[src/rtl/reg_file_sb.sv]
// Register file with async read ports, a sequenced clear sweep and a RAW pending scoreboard.
// Ports: clk/rst (sync, active-high); clr_req/busy for the clear sweep; read ports A/B
// (rd_addr_x -> rd_data_x, pend_x, combinational); write port (wr_en/wr_addr/wr_data,
// which also retires the pending bit); issue port (iss_en/iss_addr, which marks an entry pending).
// Optional write-through bypass on the read ports: define RF_BYPASS_EN.
module reg_file_sb #(
  parameter int DATA_W   = 32,
  parameter int ADDR_W   = 5,
  parameter int ZERO_REG = 1
) (
  input  logic              clk,
  input  logic              rst,
  input  logic              clr_req,
  output logic              busy,
  input  logic [ADDR_W-1:0] rd_addr_a,
  output logic [DATA_W-1:0] rd_data_a,
  output logic              pend_a,
  input  logic [ADDR_W-1:0] rd_addr_b,
  output logic [DATA_W-1:0] rd_data_b,
  output logic              pend_b,
  input  logic              wr_en,
  input  logic [ADDR_W-1:0] wr_addr,
  input  logic [DATA_W-1:0] wr_data,
  input  logic              iss_en,
  input  logic [ADDR_W-1:0] iss_addr
);

  localparam int DEPTH = 1 << ADDR_W;

  typedef enum logic {IDLE, CLEAR} state_t;

  state_t            state, nextState;
  logic [ADDR_W-1:0] ptr, nextPtr;
  logic [DATA_W-1:0] mem [DEPTH];
  logic [DEPTH-1:0]  pend;
  logic              wrOk, issOk;

  // Entry 0 is read-only zero when ZERO_REG is set.
  function automatic logic writable(input logic [ADDR_W-1:0] a);
    return (ZERO_REG == 0) || (a != '0);
  endfunction

  function automatic logic [DATA_W-1:0] readMem(input logic [ADDR_W-1:0] a);
    return writable(a) ? mem[a] : '0;
  endfunction

  // Holding busy high during rst as well keeps every side effect blocked until the sweep ends.
  assign busy  = rst || (state == CLEAR);
  assign wrOk  = !busy && wr_en && writable(wr_addr);
  assign issOk = !busy && iss_en && writable(iss_addr);

  always_ff @(posedge clk) begin
    if (rst) begin
      state <= CLEAR;
      ptr   <= '0;
    end else begin
      state <= nextState;
      ptr   <= nextPtr;
    end
  end

  // A clr_req arriving during CLEAR falls through untouched: no restart, no queueing.
  always_comb begin
    nextState = state;
    nextPtr   = ptr;
    case (state)
      IDLE: begin
        if (clr_req) begin
          nextState = CLEAR;
          nextPtr   = '0;
        end
      end
      CLEAR: begin
        nextPtr = ptr + ADDR_W'(1);
        if (ptr == {ADDR_W{1'b1}}) nextState = IDLE;
      end
      default: begin
        nextState = CLEAR;
        nextPtr   = '0;
      end
    endcase
  end

  always_ff @(posedge clk) begin
    if (state == CLEAR && !rst) begin
      mem[ptr] <= '0;
    end else if (wrOk) begin
      mem[wr_addr] <= wr_data;
    end
  end

  // Set is applied after clear so a same-edge reissue to a retiring entry stays pending.
  always_ff @(posedge clk) begin
    if (rst) begin
      pend <= '0;
    end else if (state == IDLE) begin
      if (clr_req) begin
        pend <= '0;
      end else begin
        if (wrOk)  pend[wr_addr]  <= 1'b0;
        if (issOk) pend[iss_addr] <= 1'b1;
      end
    end
  end

  always_comb begin
    rd_data_a = '0;
    pend_a    = 1'b0;
    if (!busy) begin
      rd_data_a = readMem(rd_addr_a);
      pend_a    = pend[rd_addr_a];
`ifdef RF_BYPASS_EN
      if (wrOk && wr_addr == rd_addr_a) begin
        rd_data_a = wr_data;
        pend_a    = issOk && (iss_addr == rd_addr_a);
      end
`endif
    end
  end

  always_comb begin
    rd_data_b = '0;
    pend_b    = 1'b0;
    if (!busy) begin
      rd_data_b = readMem(rd_addr_b);
      pend_b    = pend[rd_addr_b];
`ifdef RF_BYPASS_EN
      if (wrOk && wr_addr == rd_addr_b) begin
        rd_data_b = wr_data;
        pend_b    = issOk && (iss_addr == rd_addr_b);
      end
`endif
    end
  end

endmodule

[config.mk]
export PLATFORM = sky130hd
export DESIGN_NAME = reg_file_sb
export DESIGN_NICKNAME = d
export VERILOG_FILES = /design/src/rtl/reg_file_sb.sv
export SDC_FILE = /design/constraint.sdc
export NUM_CORES = 1
export LEC_CHECK = 0
export BUFFER_PORTS_ARGS = -buffer_cell sky130_fd_sc_hd__clkbuf_2
export CAP_MARGIN = 30
export CELL_PAD_IN_SITES_DETAIL_PLACEMENT = 1
export CELL_PAD_IN_SITES_GLOBAL_PLACEMENT = 1
export CORE_MARGIN = 1.5
export CORE_UTILIZATION = 49
export CTS_BUF_LIST = sky130_fd_sc_hd__clkbuf_2
export DETAILED_ROUTE_END_ITERATION = 16
export GPL_ROUTABILITY_DRIVEN = 0
export PLACE_DENSITY_LB_ADDON = 0.05
export SLEW_MARGIN = 20
export SYNTH_ARGS = -nofsm -noshare
export SYNTH_HDL_FRONTEND = slang
export SYNTH_SLANG_ARGS = --single-unit
export TNS_END_PERCENT = 50
[constraint.sdc]
create_clock -name clk -period 9.78 [get_ports clk]
set_clock_uncertainty 0.15 [all_clocks]
set_input_delay 2.934 -clock clk [delete_from_list [all_inputs] [get_ports clk]]
set_output_delay 2.934 -clock clk [all_outputs]
set_load 0.05 [all_outputs]
==> results.yml, run 1 <==
run_status:
  result_of_the_run: "finished clean"
grt:
  vias_in_the_first_global_route: 31336
  met2_routing_resource_usage_after_global_routing_pct: 46.6
  grt_use_met1_pct: 40.7
  congestion_overflow_gr: 0
  grtUsageTotal_pct: 29.8
  antenna_found_initial: 8
  grt_start_max_net_pins: 113
  globalRoute.busiestLayer: "met2"
  grt_pass1_wl_um: 217000
  global_route.usage.met3_pct: 7.49
route:
  post_drt_via_cell_ratio: 6.56
  drt-initial-drc-count: 2735
  route.antenna.remaining_nets: 0
  vias: 28575
  drcViolationCount: 0
  dr.pass1.iters: 5
  wl_um: 151000
  wire_per_inst_um: 34.7
synthesis:
  mapped_avg_cell_area_sq_um: 20.1
  post_synthesis_register_bit_count: 1062
  seq_area_frac_synth_pct: 62.8
  synth.lib_cells_used.distinct: 58
  synth_largest_type_area_fraction_pct: 61.3
  synth_top_flop_cell: "edfxtp_1"
  synth_enable_flop_cells: 1024
  synth.cell_area_sq_um: 50200
  synth_nets: 2554
  synthesis.instances: 2495
  async_reset_ff_share_pct: 0
  yosysTopAreaCell: "edfxtp_1"
  netlist_top_cells_area: "edfxtp_1, mux4_2, mux2i_1"
  yosys_warnings: 0
worst_setup_path:
  worst_ep_required_time_ns: 6.70
  end_kind: "output pin"
  arrival_time_of_the_worst_setup_path_ns: 5.69
  timing.setup.critical_path_class: "in -> out"
  crit_fanout: 37
  critPathLaunchType: "primary input"
clock_tree:
  post_cts_resize_count: 0
  post-cts-setup-buffer-count: 0
  numCtsBuffers: 296
  root_buffer: "clkbuf_2"
  clock_tree.buffer_depth: 4
  tritoncts: "yes"
  cts_num_sinks: 1062
  cts-hold-fix-buffers: 0
  clkLatencyLatePin_ns: 1.43
  h-tree-depth: 5
  clock_pin_slew_worst_setup_and_hold_paths_ns: 0.10
die:
  fp-row-count: 117
  starting_density_of_the_core_pct: 49.3
  floorplan.die_area_sq_um: 104000
  die-width_um: 323
  pin_count: 124
  dieHeight_um: 323
  core_area_sq_um: 102000
pwr:
  power.share.clock_pct: 36.2
  powerDensity_nw_per_um2: 154
  power_switching_share_pct: 24.9
  comb_power_share_pct: 6.1
  largest_voltage_drop_on_the_vdd_net_mv: 0.102
  power_frac_seq_pct: 57.7
  power_switching_uw: 2130
  cell_internal_pwr_uw: 6430
  leakagePower_uw: 0.0202
min_path:
  min_delay_path_class: "reg -> reg"
place:
  place_hpwl_um: 86600
  post-place-cells: 3865
  place.port_buffers: 123
  place_ws_ns: 1.01
timing:
  total_count_of_hold_check_failures_in_the_final_report: 0
  fmax_mhz: 114
  drv_slew: 0
  worst_max_slew_pin_slew_ns: 1.01
  setup_violations: 0
  final.min_clock_period_ns: 8.77
  setup_ws_ns: 1.01
  fin_setup_tns_ns: 0
  unrepaired_setup_endpoints_after_global_routing: "no"
  slew_headroom_pct: 32.3
  final.period_utilization_pct: 89.7
final_layout:
  layout.nets: 2876
  fillers: 9087
  multi_input_comb_area_sq_um: 17700
  final_instance_count_excl_fillers: 4358
  sequential_cell_area_sq_um: 31500
  layout-drive-gt1-share_pct: 42.4
  area.growth.synth_to_final_pct: 10.4
run:
  max_cap_violations: 0
[per-layer routing]
layer  part of all wire (%)  wire (um)
met4                    3.2       4890
met3                    8.6      12900
met1                     40      60400
met5                  0.026         39
met2                     48      72900
[logic make-up after synthesis]
kind of cell	after synthesis	share of synthesized area, %
adder cells (fa/ha/maj)	2	0.0498
multiplexers	797	29.1
flip-flops	1062	62.8
buffers and inverters	226	2.49
XOR/XNOR	2	0.0349
AND/OR/NAND/NOR	188	2.14
AO/OA/AOI/OAI	218	3.39
[final cells by class]
cell class,instances,area share [%]
inverter,20,0.135
antenna,1,0.00451
tap,1368,3.09
sequential,1062,56.9
clock buffer,426,3.85
clock inverter,44,0.537
multi-input combinational,1207,32.0
timing repair buffer,230,3.57
[power by group through the flow]
stage	Clock, uW	Combinational, uW	Sequential, uW
5_1_grt	3400	556	4940
4_1_cts	3200	531	4940
6_report	3100	525	4940
3_5_place_dp	0	530	5040
3_3_place_gp	0	526	5040
2_1_floorplan	0	385	5040
[synth_stat cells, drive strengths merged, types with 21 or more instances]
| cell | count |
|---|---|
| a21oi | 21 |
| and2 | 37 |
| buf | 141 |
| clkbuf | 65 |
| dfxtp | 38 |
| edfxtp | 1024 |
| mux2i | 268 |
| mux4 | 528 |
| nand2 | 23 |
| nor2 | 49 |
| o21ai | 24 |
| o221ai | 66 |
| o22a | 64 |
[registers in the layout, summed over array words and instances, names as in the netlist]
register  flops
state         1
pend         32
ptr           5
mem        1024
[layout by cell type, fill, tap and decap left out, types with 23 or more instances in the layout]
cell type,n
and2_1,25
buf_4,62
clkbuf_2,541
clkinv_1,31
dfxtp_1,38
edfxtp_1,1024
mux2i_1,261
mux4_2,528
nand2_1,23
nor2_4,32
o221ai_1,66
o22a_1,64
[through the flow]
step                      hold WS [ns]  util [%]  instance area (sq um)  power (uW)
after global routing             0.367      54.5                  55400        8900
final                            0.359      54.5                  55400        8560
after CTS                        0.356      54.1                  55100        8660
after floorplan                  0.293         -                  50200        5420
after detailed placement         0.339      51.7                  52700        5570
after global placement           0.309      51.6                  52500        5570
[path summary, 6_finish.rpt]
path,from,end,slack (ns),cells after the start
hold / removal,pend[0],pend[0],0.36,1
setup reg to reg,state,mem[31][13],5.66,7
hold reg to reg,pend[0],pend[0],0.36,1
setup / recovery,rd_addr_a[0],rd_data_a[5],1.01,7
[critical path: stages]
cell      delay (ns)
buf_8           0.41
nor3_1          0.13
or4_2           1.04
buf_4           0.42
o22a_1          0.24
o221ai_1        0.13
clkbuf_2        0.34
Power figures use the tool's default switching activity.
==> run 2: changes to the inputs <==
--- a/config.mk
+++ b/config.mk
@@ -5,7 +5,7 @@
 export SDC_FILE = /design/constraint.sdc
 export NUM_CORES = 1
 export LEC_CHECK = 0
-export BUFFER_PORTS_ARGS = -buffer_cell sky130_fd_sc_hd__clkbuf_2
+export BUFFER_PORTS_ARGS = -buffer_cell sky130_fd_sc_hd__buf_2
 export CAP_MARGIN = 30
 export CELL_PAD_IN_SITES_DETAIL_PLACEMENT = 1
 export CELL_PAD_IN_SITES_GLOBAL_PLACEMENT = 1
==> results.yml, run 2 (synthesis gave the netlist of run 1 again) <==
final_layout:
  layout.nets: 2875
  area.growth.synth_to_final_pct: 10.1
  largest_register_ff_count: 1024
  largest_registers_in_the_final_layout: "mem: 1024 flops, pend: 32 flops, ptr: 5 flops"
  multi_input_comb_area_sq_um: 17700
  fillers: 9089
  final_cell_mix: "edfxtp_1, mux4_2, clkbuf_2"
  regMostFlops: "mem"
  layout-drive-gt1-share_pct: 42.2
  sequential_cell_area_sq_um: 31500
  final_instance_count_excl_fillers: 4369
  layout_commonest_cell: "edfxtp_1"
clock_tree:
  clock_pin_slew_worst_setup_and_hold_paths_ns: 0.09
  root_buffer: "clkbuf_2"
  cts_num_sinks: 1062
  clock_tree.buffer_depth: 4
  tritoncts: "yes"
  post-cts-setup-buffer-count: 0
  post_cts_resize_count: 0
  clkLatencyLatePin_ns: 1.55
  numCtsBuffers: 298
  h-tree-depth: 5
  cts-hold-fix-buffers: 0
timing:
  worst_max_slew_pin_slew_ns: 0.999
  unrepaired_setup_endpoints_after_global_routing: "no"
  final.min_clock_period_ns: 8.65
  total_count_of_hold_check_failures_in_the_final_report: 0
  slew_headroom_pct: 33.4
  fin_setup_tns_ns: 0
  final.period_utilization_pct: 88.5
  drv_slew: 0
  fmax_mhz: 116
  setup_violations: 0
worst_setup_path:
  r2r-start: "state"
  cpMaxStageDelayCell: "or4_2"
  worst_ep_required_time_ns: 6.70
  critPathLaunchType: "primary input"
  arrival_time_of_the_worst_setup_path_ns: 5.57
  end_kind: "output pin"
  path_cells: "buf_8 > nor3_1 > or4_2 > buf_4 > o22a_1 > o221ai_1 > buf_2"
  cp_top_family: "buffers and inverters"
  timing.reg2reg.setup_slack_ns: 5.07
  r2r-end: "mem[25][18]"
  timing.setup.critical_path_class: "in -> out"
  worst-r2r-cell-count: 7
  timing.critical_path.slowest_cell_delay_ns: 0.91
  crit_fanout: 36
  critPathBufInv: 3
pwr:
  power.share.clock_pct: 36.4
  power_frac_seq_pct: 57.6
  power_switching_share_pct: 25.2
  cell_internal_pwr_uw: 6410
  power_switching_uw: 2160
  p_total_uw: 8570
  powerDensity_nw_per_um2: 155
  leakagePower_uw: 0.0202
  comb_power_share_pct: 6.0
  largest_voltage_drop_on_the_vdd_net_mv: 0.122
die:
  starting_density_of_the_core_pct: 49.3
  core_area_sq_um: 102000
  die-width_um: 323
  dieHeight_um: 323
  floorplan.die_area_sq_um: 104000
  pin_count: 124
  fp-row-count: 117
place:
  place.port_buffers: 123
  post-place-cells: 3858
  place_hpwl_um: 82800
grt:
  antenna_found_initial: 4
  congestion_overflow_gr: 0
  grt_start_max_net_pins: 115
  grt_pass1_wl_um: 216000
  grtUsageTotal_pct: 29.3
  vias_in_the_first_global_route: 31766
route:
  dr.pass1.iters: 5
  drt-initial-drc-count: 2613
  vias: 28771
  post_drt_via_cell_ratio: 6.59
  wl_um: 150000
  route.antenna.remaining_nets: 0
  wire_per_inst_um: 34.3
  drcViolationCount: 0
min_path:
  timing.hold.worst_path_depth: 2
  min_delay_path_class: "reg -> reg"
  hold_end: "pend[2]"
  hold_path.startpoint: "pend[2]"
run:
  max_cap_violations: 0
run_status:
  result_of_the_run: "finished clean"
==> run 2: cell types whose count changed in the layout (fill, tap and decap cells not counted), sizes merged <==
cell	change
buf	+111
clkbuf	-111
clkinv	+9
inv	+2
bufinv	-1
diode	+1
==> run 2: worst max-delay path by stage <==
stage	from	to	cells past startpoint
2_1_floorplan	rst	rd_data_a[10]	7
3_3_place_gp	rd_addr_b[0]	rd_data_b[14]	7
3_5_place_dp	rd_addr_b[0]	rd_data_b[14]	7
4_1_cts	rd_addr_b[0]	rd_data_b[14]	7
5_1_grt	rd_addr_b[0]	rd_data_b[26]	7
6_report	rd_addr_b[0]	rd_data_b[14]	7
==> run 2: final cells by class <==
class | instances | area share (%)
well taps | 1368 | 3.10
clock inverters | 54 | 0.559
multi-input cells | 1207 | 32.0
flip-flops and latches | 1062 | 57.0
repair buffers | 227 | 3.27
diodes | 2 | 0.00905
inverters | 20 | 0.136
clock buffers | 429 | 3.88
==> run 2: power groups by stage <==
stage	clock network [uW]	logic [uW]	registers, uW
6_report	3120	517	4940
5_1_grt	3400	547	4940
4_1_cts	3200	523	4940
3_5_place_dp	0	522	5040
3_3_place_gp	0	518	5040
2_1_floorplan	0	385	5040
==> run 2: metrics by stage <==
step                      cell area, sq um  setup slack, ns  hold WS (ns)  utilization [%]
final                                55300             1.13         0.352             54.3
after detailed placement             52400             1.11         0.333             51.5
after global placement               52300             1.12         0.332             51.4
after global routing                 55300             1.07         0.379             54.3
after CTS                            54900             1.10         0.351             53.9
after floorplan                      50200             1.87         0.293                -
==> run 2: worst register-to-register path: stages (launching register included) <==
cell,delay (ns)
dfxtp_1,0.38
buf_4,0.29
nor3b_4,0.56
o21a_2,0.83
buf_4,0.55
mux2i_4,0.21
nor2_4,0.54
buf_4,0.67
==> run 2: per-layer routing <==
layer / routed length, um / track usage, % / share of wire [%] / up-vias
met5: 17 / 0 / 0.011 / -
met4: 3580 / 9.51 / 2.4 / 2
met3: 10100 / 5.67 / 6.7 / 234
met2: 75200 / 48.4 / 50 / 1200
met1: 61200 / 39.4 / 41 / 15700
li1: - / - / - / 11635
